[config.mk]
export PLATFORM = sky130hd
export DESIGN_NAME = rv_mc_controller
export DESIGN_NICKNAME = d
export VERILOG_FILES = /design/src/rtl/rv_mc_pkg.sv /design/src/rtl/rv_alu_decoder.sv /design/src/rtl/rv_mc_controller.sv
export SDC_FILE = /design/constraint.sdc
export NUM_CORES = 1
export LEC_CHECK = 0
export ABC_AREA = 0
export CORE_ASPECT_RATIO = 0.75
export CORE_MARGIN = 10
export CORE_UTILIZATION = 35
export DETAILED_ROUTE_END_ITERATION = 8
export GPL_ROUTABILITY_DRIVEN = 0
export GPL_TIMING_DRIVEN = 0
export PLACE_DENSITY_LB_ADDON = 0.15
export SYNTH_ARGS = -nofsm -noshare
export SYNTH_HDL_FRONTEND = slang
export SYNTH_SLANG_ARGS = --single-unit
[constraint.sdc]
create_clock -name clk -period 1.3 [get_ports clk]
set_input_delay 0.195 -clock clk [delete_from_list [all_inputs] [get_ports clk]]
set_output_delay 0.195 -clock clk [all_outputs]
set_load 0.05 [all_outputs]
[src/rtl/rv_mc_pkg.sv]
// Shared types and encodings for the RV32 multicycle control unit.
package rv_mc_pkg;

  localparam int unsigned OPW = 7;
  localparam int unsigned ACW = 3;

  typedef enum logic [3:0] {
    StFetch    = 4'd0,
    StDecode   = 4'd1,
    StMemAdr   = 4'd2,
    StMemRead  = 4'd3,
    StMemWb    = 4'd4,
    StMemWrite = 4'd5,
    StExecR    = 4'd6,
    StExecI    = 4'd7,
    StAluWb    = 4'd8,
    StJal      = 4'd9,
    StBranch   = 4'd10
  } state_e;

  localparam logic [OPW-1:0] OpLoad   = 7'b0000011;
  localparam logic [OPW-1:0] OpStore  = 7'b0100011;
  localparam logic [OPW-1:0] OpRType  = 7'b0110011;
  localparam logic [OPW-1:0] OpIType  = 7'b0010011;
  localparam logic [OPW-1:0] OpJal    = 7'b1101111;
  localparam logic [OPW-1:0] OpBranch = 7'b1100011;

  localparam logic [ACW-1:0] AluAdd = 3'b000;
  localparam logic [ACW-1:0] AluSub = 3'b001;
  localparam logic [ACW-1:0] AluAnd = 3'b010;
  localparam logic [ACW-1:0] AluOr  = 3'b011;
  localparam logic [ACW-1:0] AluSlt = 3'b101;

  localparam logic [1:0] ResAluOut    = 2'b00;
  localparam logic [1:0] ResData      = 2'b01;
  localparam logic [1:0] ResAluResult = 2'b10;

  localparam logic [1:0] SrcAPc    = 2'b00;
  localparam logic [1:0] SrcAOldPc = 2'b01;
  localparam logic [1:0] SrcARs1   = 2'b10;

  localparam logic [1:0] SrcBRs2  = 2'b00;
  localparam logic [1:0] SrcBImm  = 2'b01;
  localparam logic [1:0] SrcBFour = 2'b10;

  localparam logic [1:0] ImmI = 2'b00;
  localparam logic [1:0] ImmS = 2'b01;
  localparam logic [1:0] ImmB = 2'b10;
  localparam logic [1:0] ImmJ = 2'b11;

endpackage

[src/rtl/rv_alu_decoder.sv]
// Maps op/funct3/funct7b5 to the ALU operation; flags funct3 values the ALU does not support.
module rv_alu_decoder
  import rv_mc_pkg::*;
(
  input  logic [OPW-1:0] op_i,
  input  logic [2:0]     funct3_i,
  input  logic           funct7b5_i,
  output logic [ACW-1:0] alu_control_o,
  output logic           illegal_o
);

  always_comb begin
    alu_control_o = AluAdd;
    illegal_o     = 1'b0;
    case (funct3_i)
      // Only R-type honours funct7b5; addi with imm[10] set is still an add.
      3'b000:  alu_control_o = ((op_i == OpRType) && funct7b5_i) ? AluSub : AluAdd;
      3'b010:  alu_control_o = AluSlt;
      3'b110:  alu_control_o = AluOr;
      3'b111:  alu_control_o = AluAnd;
      default: illegal_o = 1'b1;
    endcase
  end

endmodule

[src/rtl/rv_mc_controller.sv]
// Moore control FSM for the RV32 multicycle core: sequences fetch/decode/execute/memory/writeback.
module rv_mc_controller
  import rv_mc_pkg::*;
(
  input  logic           clk,
  input  logic           rst_n,
  input  logic [OPW-1:0] op,
  input  logic [2:0]     funct3,
  input  logic           funct7b5,
  input  logic           Zero,
  input  logic           Negative,
  input  logic           Overflow,
  input  logic           mem_ready,
  output logic           PCWrite,
  output logic           AdrSrc,
  output logic           MemWrite,
  output logic           IRWrite,
  output logic           RegWrite,
  output logic [1:0]     ResultSrc,
  output logic [1:0]     ALUSrcA,
  output logic [1:0]     ALUSrcB,
  output logic [1:0]     ImmSrc,
  output logic [ACW-1:0] ALUControl,
  output logic           instr_retired,
  output logic           illegal_instr,
  output logic [3:0]     state_dbg
);

  state_e state_q, state_d;

  logic [ACW-1:0] dec_alu_control;
  logic           dec_illegal;

  rv_alu_decoder u_alu_decoder (
    .op_i          (op),
    .funct3_i      (funct3),
    .funct7b5_i    (funct7b5),
    .alu_control_o (dec_alu_control),
    .illegal_o     (dec_illegal)
  );

  logic taken;
  logic branch_illegal;

  always_comb begin
    taken          = 1'b0;
    branch_illegal = 1'b0;
    case (funct3)
      3'b000:  taken = Zero;
      3'b001:  taken = ~Zero;
      3'b100:  taken = Negative ^ Overflow;
      3'b101:  taken = ~(Negative ^ Overflow);
      default: branch_illegal = 1'b1;
    endcase
  end

  always_comb begin
    case (op)
      OpStore:  ImmSrc = ImmS;
      OpBranch: ImmSrc = ImmB;
      OpJal:    ImmSrc = ImmJ;
      default:  ImmSrc = ImmI;
    endcase
  end

  always_comb begin
    state_d = state_q;
    unique case (state_q)
      StFetch:    if (mem_ready) state_d = StDecode;
      StDecode: begin
        case (op)
          OpLoad, OpStore: state_d = StMemAdr;
          OpRType:         state_d = StExecR;
          OpIType:         state_d = StExecI;
          OpJal:           state_d = StJal;
          OpBranch:        state_d = StBranch;
          default:         state_d = StFetch;
        endcase
      end
      StMemAdr:   state_d = (op == OpLoad) ? StMemRead : StMemWrite;
      StMemRead:  if (mem_ready) state_d = StMemWb;
      StMemWb:    state_d = StFetch;
      StMemWrite: if (mem_ready) state_d = StFetch;
      StExecR:    state_d = StAluWb;
      StExecI:    state_d = StAluWb;
      StAluWb:    state_d = StFetch;
      StJal:      state_d = StAluWb;
      StBranch:   state_d = StFetch;
      default:    state_d = StFetch;
    endcase
  end

  always_ff @(posedge clk or negedge rst_n) begin
    if (!rst_n) begin
      state_q <= StFetch;
    end else begin
      state_q <= state_d;
    end
  end

  logic pc_write, ir_write, mem_write, reg_write, retired, illegal;
  logic op_supported;

  always_comb begin
    case (op)
      OpLoad, OpStore, OpRType, OpIType, OpJal, OpBranch: op_supported = 1'b1;
      default:                                            op_supported = 1'b0;
    endcase
  end

  always_comb begin
    pc_write   = 1'b0;
    ir_write   = 1'b0;
    mem_write  = 1'b0;
    reg_write  = 1'b0;
    retired    = 1'b0;
    illegal    = 1'b0;
    AdrSrc     = 1'b0;
    ResultSrc  = ResAluOut;
    ALUSrcA    = SrcAPc;
    ALUSrcB    = SrcBRs2;
    ALUControl = AluAdd;
    unique case (state_q)
      StFetch: begin
        ALUSrcB   = SrcBFour;
        ResultSrc = ResAluResult;
        ir_write  = mem_ready;
        pc_write  = mem_ready;
      end
      // Precompute the branch/jump target into ALUOut while the opcode is decoded.
      StDecode: begin
        ALUSrcA = SrcAOldPc;
        ALUSrcB = SrcBImm;
        illegal = ~op_supported;
      end
      StMemAdr: begin
        ALUSrcA = SrcARs1;
        ALUSrcB = SrcBImm;
      end
      StMemRead: AdrSrc = 1'b1;
      StMemWb: begin
        ResultSrc = ResData;
        reg_write = 1'b1;
        retired   = 1'b1;
      end
      StMemWrite: begin
        AdrSrc    = 1'b1;
        mem_write = 1'b1;
        retired   = mem_ready;
      end
      StExecR: begin
        ALUSrcA    = SrcARs1;
        ALUSrcB    = SrcBRs2;
        ALUControl = dec_alu_control;
        illegal    = dec_illegal;
      end
      StExecI: begin
        ALUSrcA    = SrcARs1;
        ALUSrcB    = SrcBImm;
        ALUControl = dec_alu_control;
        illegal    = dec_illegal;
      end
      StAluWb: begin
        reg_write = 1'b1;
        retired   = 1'b1;
      end
      StJal: begin
        ALUSrcA  = SrcAOldPc;
        ALUSrcB  = SrcBFour;
        pc_write = 1'b1;
      end
      StBranch: begin
        ALUSrcA    = SrcARs1;
        ALUSrcB    = SrcBRs2;
        ALUControl = AluSub;
        pc_write   = taken;
        retired    = 1'b1;
        illegal    = branch_illegal;
      end
      default: ;
    endcase
  end

  // Strobes are squashed combinationally so an asserted reset kills them mid-cycle.
  assign PCWrite       = rst_n & pc_write;
  assign IRWrite       = rst_n & ir_write;
  assign MemWrite      = rst_n & mem_write;
  assign RegWrite      = rst_n & reg_write;
  assign instr_retired = rst_n & retired;
  assign illegal_instr = rst_n & illegal;
  assign state_dbg     = state_q;

endmodule

==> Word-level counts from Yosys, hierarchy flattened <==
Cells that the tools add are included.
{ "op_classes": {"eq_ne": 25, "n_reduce_logical": 17, "mux": 24, "n_bitwise": 10} }
{ "ops": {"columns": ["operator", "count"], "rows": [
  ["$pmux 4 s6", 1],
  ["$pmux 4 s5", 1],
  ["$eq 4x3->1 const B", 4],
  ["$eq 7x6->1 const B", 2],
  ["$eq 7x7->1 const B", 2],
  ["$eq 3x3->1 const B", 4],
  ["$eq 4x4->1 const B", 3],
  ["$mux 4", 3],
  ["$pmux 2 s2", 3],
  ["$pmux 3 s4", 1],
  ["$reduce_or 2->1", 6],
  ["$reduce_or 4->1", 3],
  ["$reduce_or 3->1", 3],
  ["$eq 4x2->1 const B", 2],
  ["$mux 1", 8],
  ["$eq 7x2->1 const B", 1],
  ["$eq 7x5->1 const B", 1],
  ["$and 1x1->1", 6],
  ["$ne 2x2->1 const B", 3],
  ["$pmux 1 s3", 2],
  ["$pmux 2 s3", 1],
  ["$pmux 3 s2", 1],
  ["$reduce_or 6->1", 1],
  ["$eq 4x1->1 const B", 1],
  ["other kinds (11)", 13]
]} }
{ "word_totals": {"wordCells": 77, "input_bits": 17, "regBits": 4, "out_inout_bits": 22} }

==> Longest topological paths before layout <==
Gate-level depths: netlist (run 1).
{ "depth": {"ltp_word": 6, "ltp_mapped": 5, "depth_no_buf": 4} }

==> Cells and area by module <==
A second synthesis (run 1) with hierarchy kept.
{ "unflattened": {"cells_unflattened": 95, "area_unflattened_um2": 706.9} }
{ "by_module_without_submodules": {"columns": ["mod", "cells_per_inst", "n_inst", "area_each_um2", "seq_area_each_um2"], "rows": [
  ["rv_mc_controller", 86, 1, 645.6, 100.1],
  ["rv_alu_decoder", 9, 1, 61.3, 0.0]
]} }

==> Least setup slack after synthesis (run 1) <==
No wires, ideal clock.
{ "synth_timing": {"path_type": "reg2out", "from": "register state_q[0], in the netlist state_dbg[0]", "to": "output port IRWrite", "path_buffers": 1, "required_ps": 1105, "stages_incl_launch_ff": 4, "setup_slack_ps": -1939, "arrival_time_ps": 3044, "cell_sequence": "dfrtp_1 > clkbuf_8 > nor4_1 > and3_1"} }
{ "synth_between": {"elab_chain_cells": 3} }
{ "synth_rtl": {"columns": ["item", "line", "source"], "rows": [
  ["start, declared", "rv_mc_controller.sv:29", "state_e state_q, state_d;"],
  ["start signal, assigned", "rv_mc_controller.sv:95", "state_q <= StFetch;"],
  ["start signal, assigned", "rv_mc_controller.sv:97", "state_q <= state_d;"],
  ["$logic_not 4->1", "rv_mc_controller.sv:123", "unique case (state_q)"],
  ["$mux 1", "rv_mc_controller.sv:123", null],
  ["$and 1x1->1", "rv_mc_controller.sv:186", "assign IRWrite = rst_n & ir_write;"],
  ["end, declared", "rv_mc_controller.sv:17", "output logic IRWrite,"]
]} }
Every way passes these cells.

==> Worst setup path in the final report (run 1) <==
{ "layout_timing": {"from": "register state_q[0], in the netlist state_dbg[0]", "to": "output port illegal_instr"} }
{ "layout_between": {"elab_chain_cells": 4, "word_cells_on_any_way": 7, "cone_classes": "eq/ne (4); mux (1); bitwise (1); reduce/logical (1)"} }
{ "layout_rtl": {"columns": ["item", "line", "source"], "rows": [
  ["$eq 4x3->1", "rv_mc_controller.sv:123", null],
  ["$reduce_or 2->1 (no source line)", null, null],
  ["$pmux 1 s3 *", "rv_mc_controller.sv:123", null],
  ["$and 1x1->1 *", "rv_mc_controller.sv:190", "assign illegal_instr = rst_n & illegal;"],
  ["end, declared", "rv_mc_controller.sv:25", "output logic illegal_instr,"]
]} }
Every way passes the cells marked *; elsewhere a longest branch is shown, timed or not.

==> run_summary.xml, run 1 <==
<?xml version="1.0" encoding="UTF-8"?>
<metrics>
  <group name="routing">
    <metric name="wl_per_cell" unit="microns">24.14</metric>
    <metric name="first_iter_violations" unit="">146</metric>
    <metric name="route.detailed.vias_per_inst" unit="">6.098</metric>
    <metric name="detailroute.via_count" unit="">1122</metric>
    <metric name="detail_route.drc_violations" unit="">0</metric>
    <metric name="totalWireLength" unit="mm">4.441</metric>
    <metric name="drt_pre_antenna_iters" unit="">6</metric>
    <metric name="post_detailed_route_count_of_antenna_violating_nets" unit="">0</metric>
  </group>
  <group name="timing">
    <metric name="worst_slew_pin_slew" unit="ns">0.5353</metric>
    <metric name="layout_min_cycle_time" unit="ns">1.842</metric>
    <metric name="fin_crit_sh" unit="%">141.7</metric>
    <metric name="skew" unit="ns">0.008380</metric>
    <metric name="finalHoldViolations" unit="">0</metric>
    <metric name="setup_viol_count_final" unit="">21</metric>
    <metric name="rsz0062_at_grt" unit="">yes</metric>
    <metric name="final.setup.worst_slack" unit="ns">-0.5423</metric>
    <metric name="max-slew-margin-rel" unit="%">64.31</metric>
    <metric name="number_of_pins_with_negative_max_slew_slack_in_the_final_report" unit="">0</metric>
    <metric name="fmax" unit="MHz">542.8</metric>
  </group>
  <group name="clock_network">
    <metric name="cts_sinks" unit="">4</metric>
    <metric name="cts_inserted_buffers" unit="">3</metric>
    <metric name="clkLatencyLatePin" unit="ns">0.25</metric>
    <metric name="clk_root_buffer_cell" unit="">sky130_fd_sc_hd__clkbuf_4</metric>
    <metric name="clk_path_buf_depth" unit="">2</metric>
    <metric name="path_clk_slew" unit="ns">0.04</metric>
    <metric name="number_of_levels_the_h_tree_was_split_into" unit="">1</metric>
    <metric name="cts_tree" unit="">done</metric>
  </group>
  <group name="worst_setup_path">
    <metric name="critical_path_arrival" unit="ns">1.65</metric>
    <metric name="setup.worst_path.end_class" unit="">primary output</metric>
    <metric name="timing.rr.end" unit="">state_dbg[2]$_DFFE_PN0P_</metric>
    <metric name="setup.worst_path.start_class" unit="">flop</metric>
    <metric name="worst-r2r-cell-count" unit="">6</metric>
    <metric name="timing.critical_path.to" unit="">illegal_instr</metric>
    <metric name="path_max_fanout" unit="">5</metric>
    <metric name="cp-startpoint" unit="">state_dbg[0]$_DFFE_PN0P_</metric>
    <metric name="r2r_start" unit="">state_dbg[2]$_DFFE_PN0P_</metric>
    <metric name="required" unit="ns">1.11</metric>
    <metric name="criticalPathCategory" unit="">reg2out</metric>
    <metric name="r2r_setup_slack" unit="ns">-0.17</metric>
  </group>
  <group name="finish">
    <metric name="layout.nets" unit="">179</metric>
    <metric name="fin_area" unit="sq mm">0.001846</metric>
    <metric name="largest_register_ff_count" unit="">4</metric>
    <metric name="share_of_cells_above_drive_strength_1" unit="%">72.50</metric>
    <metric name="insertedDiodeCount" unit="">0</metric>
    <metric name="synthToLayoutAreaGrowth" unit="%">147.1</metric>
  </group>
  <group name="floorplanning">
    <metric name="rows" unit="">14</metric>
    <metric name="dieArea" unit="sq mm">0.004401</metric>
    <metric name="initial_util" unit="%">37.08</metric>
    <metric name="core_area" unit="sq mm">0.002014</metric>
    <metric name="fp.dieW" unit="microns">73.35</metric>
    <metric name="ports_placed_on_the_boundary" unit="">39</metric>
    <metric name="die_height" unit="microns">60.01</metric>
  </group>
  <group name="global_routing">
    <metric name="antenna_found_initial" unit="">0</metric>
    <metric name="first_pass_grt_wire_length" unit="mm">5.727</metric>
    <metric name="grt_remaining_overflow" unit="">0</metric>
    <metric name="grt_start_max_net_pins" unit="">12</metric>
    <metric name="grt_pass1_vias" unit="">1108</metric>
    <metric name="globalRouteTotalUtil" unit="%">16.64</metric>
  </group>
  <group name="synth">
    <metric name="synth_ff_type" unit="">sky130_fd_sc_hd__dfrtp_1</metric>
    <metric name="synthesis.nets" unit="">111</metric>
    <metric name="count_of_distinct_cell_types_in_the_synthesized_netlist" unit="">36</metric>
    <metric name="postSynthAreaPerCell" unit="sq um">7.946</metric>
    <metric name="synth_enable_flop_cells" unit="">0</metric>
    <metric name="synth_largest_area_cell" unit="">sky130_fd_sc_hd__dfrtp_1</metric>
    <metric name="synth_async_sr_flop_share" unit="%">100.0</metric>
    <metric name="synth.cell_area" unit="sq um">747.0</metric>
    <metric name="synth_top_cell_area_share" unit="%">13.40</metric>
    <metric name="synth-seq-cells" unit="">4</metric>
    <metric name="synth_sequential_area_ratio" unit="%">13.40</metric>
    <metric name="postSynthCellCount" unit="">94</metric>
    <metric name="post_synth_main_area_contributors" unit="">sky130_fd_sc_hd__dfrtp_1, sky130_fd_sc_hd__clkbuf_8, sky130_fd_sc_hd__xnor2_1</metric>
    <metric name="warning_count_from_the_yosys_run" unit="">0</metric>
  </group>
  <group name="power">
    <metric name="vdd_ir_drop_max" unit="V">0.002149</metric>
    <metric name="power_leakage" unit="nW">0.7515</metric>
    <metric name="power_density" unit="mW/mm^2">2334</metric>
    <metric name="p_total" unit="W">0.004307</metric>
  </group>
  <group name="status">
    <metric name="failed_checks" unit="">setup timing</metric>
    <metric name="run_status" unit="">complete, but fails checks</metric>
  </group>
  <group name="place">
    <metric name="dp_hpwl" unit="mm">2.192</metric>
    <metric name="port-buffer-count" unit="">38</metric>
    <metric name="post_dp_cell_area" unit="sq mm">0.001331</metric>
  </group>
  <group name="worst_hold_path">
    <metric name="worst_hold_path_type" unit="">in2async</metric>
  </group>
  <group name="flow_run">
    <metric name="maxCapViolCount" unit="">0</metric>
  </group>
</metrics>
## power by group
part           internal [W]  switching, W  total [W]  leakage, nW
Sequential         0.000182     0.0000702   0.000252       0.0470
Clock              0.000104     0.0000659   0.000170       0.0138
Combinational       0.00177       0.00211    0.00388        0.691
## worst max-delay path, stage by stage (launching register included)
cell	delay, ns
sky130_fd_sc_hd__dfrtp_2	0.42
sky130_fd_sc_hd__clkbuf_16	0.17
sky130_fd_sc_hd__nor3b_4	0.26
sky130_fd_sc_hd__nand3_1	0.13
sky130_fd_sc_hd__o21ai_1	0.11
sky130_fd_sc_hd__o21a_2	0.17
sky130_fd_sc_hd__buf_8	0.14
## synthesized netlist by cell type (2+ instances only)
| cell | n |
|---|---|
| sky130_fd_sc_hd__nand3_1 | 5 |
| sky130_fd_sc_hd__nand2b_1 | 5 |
| sky130_fd_sc_hd__a21oi_1 | 5 |
| sky130_fd_sc_hd__and3_1 | 4 |
| sky130_fd_sc_hd__nor4_1 | 3 |
| sky130_fd_sc_hd__dfrtp_1 | 4 |
| sky130_fd_sc_hd__nor2b_1 | 2 |
| sky130_fd_sc_hd__o21ai_0 | 3 |
| sky130_fd_sc_hd__nor3_1 | 6 |
| sky130_fd_sc_hd__xnor2_1 | 4 |
| sky130_fd_sc_hd__o21a_1 | 3 |
| sky130_fd_sc_hd__inv_1 | 3 |
| sky130_fd_sc_hd__mux2i_1 | 2 |
| sky130_fd_sc_hd__o22ai_1 | 2 |
| sky130_fd_sc_hd__nor3b_1 | 3 |
| sky130_fd_sc_hd__clkbuf_8 | 6 |
| sky130_fd_sc_hd__nor2_1 | 9 |
| sky130_fd_sc_hd__a31oi_1 | 2 |
| sky130_fd_sc_hd__nand2_1 | 6 |
## what timing repair did
action	4_1_cts	5_1_grt
setup endpoints to repair	26	21
hold buffers	0	0
cloned	2	1
buffers inserted	14	10
resized for setup	204	36
pin swaps	14	10
## through the flow
stage          worst slack (ns)  std cells  utilization (%)  hold slack [ns]  setup TNS (ns)
3_3_place_gp             -1.314        156            66.09           0.5465          -17.80
3_5_place_dp             -1.337        156            66.09           0.5383          -18.19
2_1_floorplan           -0.7579         94                -          -0.1006          -7.243
5_1_grt                 -0.5887        184            91.61          0.04547          -7.822
4_1_cts                 -0.4907        175            83.04          0.01945          -6.052
6_report                -0.5423        184            91.61          0.03017          -6.911
## placed cells by master, fill, tap and decap left out, types with 2 or more instances in the layout
cell type                         Yosys  routed
sky130_fd_sc_hd__mux2i_1              2       2
sky130_fd_sc_hd__clkbuf_8             6       2
sky130_fd_sc_hd__nor3b_4              0       2
sky130_fd_sc_hd__xnor2_1              4       3
sky130_fd_sc_hd__nand2_1              6       4
sky130_fd_sc_hd__a21oi_2              1       2
sky130_fd_sc_hd__dlygate4sd2_1        0       2
sky130_fd_sc_hd__o21ai_0              3       2
sky130_fd_sc_hd__clkdlybuf4s15_2      0       3
sky130_fd_sc_hd__clkdlybuf4s50_1      0       7
sky130_fd_sc_hd__buf_4                0      15
sky130_fd_sc_hd__buf_6                1      21
sky130_fd_sc_hd__nor2_2               0       2
sky130_fd_sc_hd__nor2_1               9       3
sky130_fd_sc_hd__nor2_4               0       4
sky130_fd_sc_hd__a21oi_1              5       3
sky130_fd_sc_hd__buf_2                0       3
sky130_fd_sc_hd__and3_4               0       3
sky130_fd_sc_hd__buf_8                0      11
sky130_fd_sc_hd__clkbuf_4             0       4
sky130_fd_sc_hd__nand2b_1             5       2
sky130_fd_sc_hd__clkbuf_16            0       5
sky130_fd_sc_hd__inv_1                3       3
sky130_fd_sc_hd__dfrtp_2              0       4
sky130_fd_sc_hd__nand3_1              5       3
sky130_fd_sc_hd__nand2b_4             1       4
sky130_fd_sc_hd__a2111oi_4            1       2
sky130_fd_sc_hd__nor3_4               0       4
sky130_fd_sc_hd__o21a_2               0       2
## cells by family after synthesis
kind of cell | Yosys count | share of synthesized area [%]
muxes | 2 | 2.680
DFF | 4 | 13.40
buffers and inverters | 10 | 14.07
xor gates and xnor gates | 5 | 5.862
AOI/OAI and AO/OA | 24 | 24.96
and+or+nand+nor | 49 | 39.03
## routing by layer
metal  wire, microns  GRT usage (%)
met1            1690          19.03
met2            2203          29.01
met3             389          4.305
met4             157          6.366
met5               0              0
## how the worst min path moves through the flow
stage,start,end,slack (ns),cells after the start
6_report,rst_n,state_dbg[3]$_DFFE_PN0P_,0.03,1
5_1_grt,rst_n,state_dbg[3]$_DFFE_PN0P_,0.05,1
4_1_cts,rst_n,state_dbg[3]$_DFFE_PN0P_,0.02,1
3_5_place_dp,rst_n,state_dbg[3]$_DFFE_PN0P_,0.54,1
3_3_place_gp,rst_n,state_dbg[1]$_DFFE_PN0P_,0.55,1
2_1_floorplan,rst_n,state_dbg[0]$_DFFE_PN0P_,-0.10,0
## final cells by class
| cell class | count | area, sq um |
|---|---|---|
| plain buffers | 7 | 153.9 |
| inverters | 3 | 11.26 |
| well taps | 24 | 30.03 |
| repair buffers | 63 | 656.9 |
| multi-input cells | 80 | 865.8 |
| clock buffers | 3 | 22.52 |
| flip-flops and latches | 4 | 105.1 |
| fillers | 73 | 168.9 |
Power figures use the tool's default switching activity.
==> run 2, diff against run 1 <==
Settings changed: CTS_CLUSTER_DIAMETER from default to 100.
==> results of run 2 <==
No change in the layout: final DEF, timing and power equal those of run 1.
==> run 3, diff against run 2 <==
Settings changed: GPL_ROUTABILITY_DRIVEN 0 to 1.
==> results of run 3 <==
No change in the layout: final DEF, timing and power equal those of run 1.
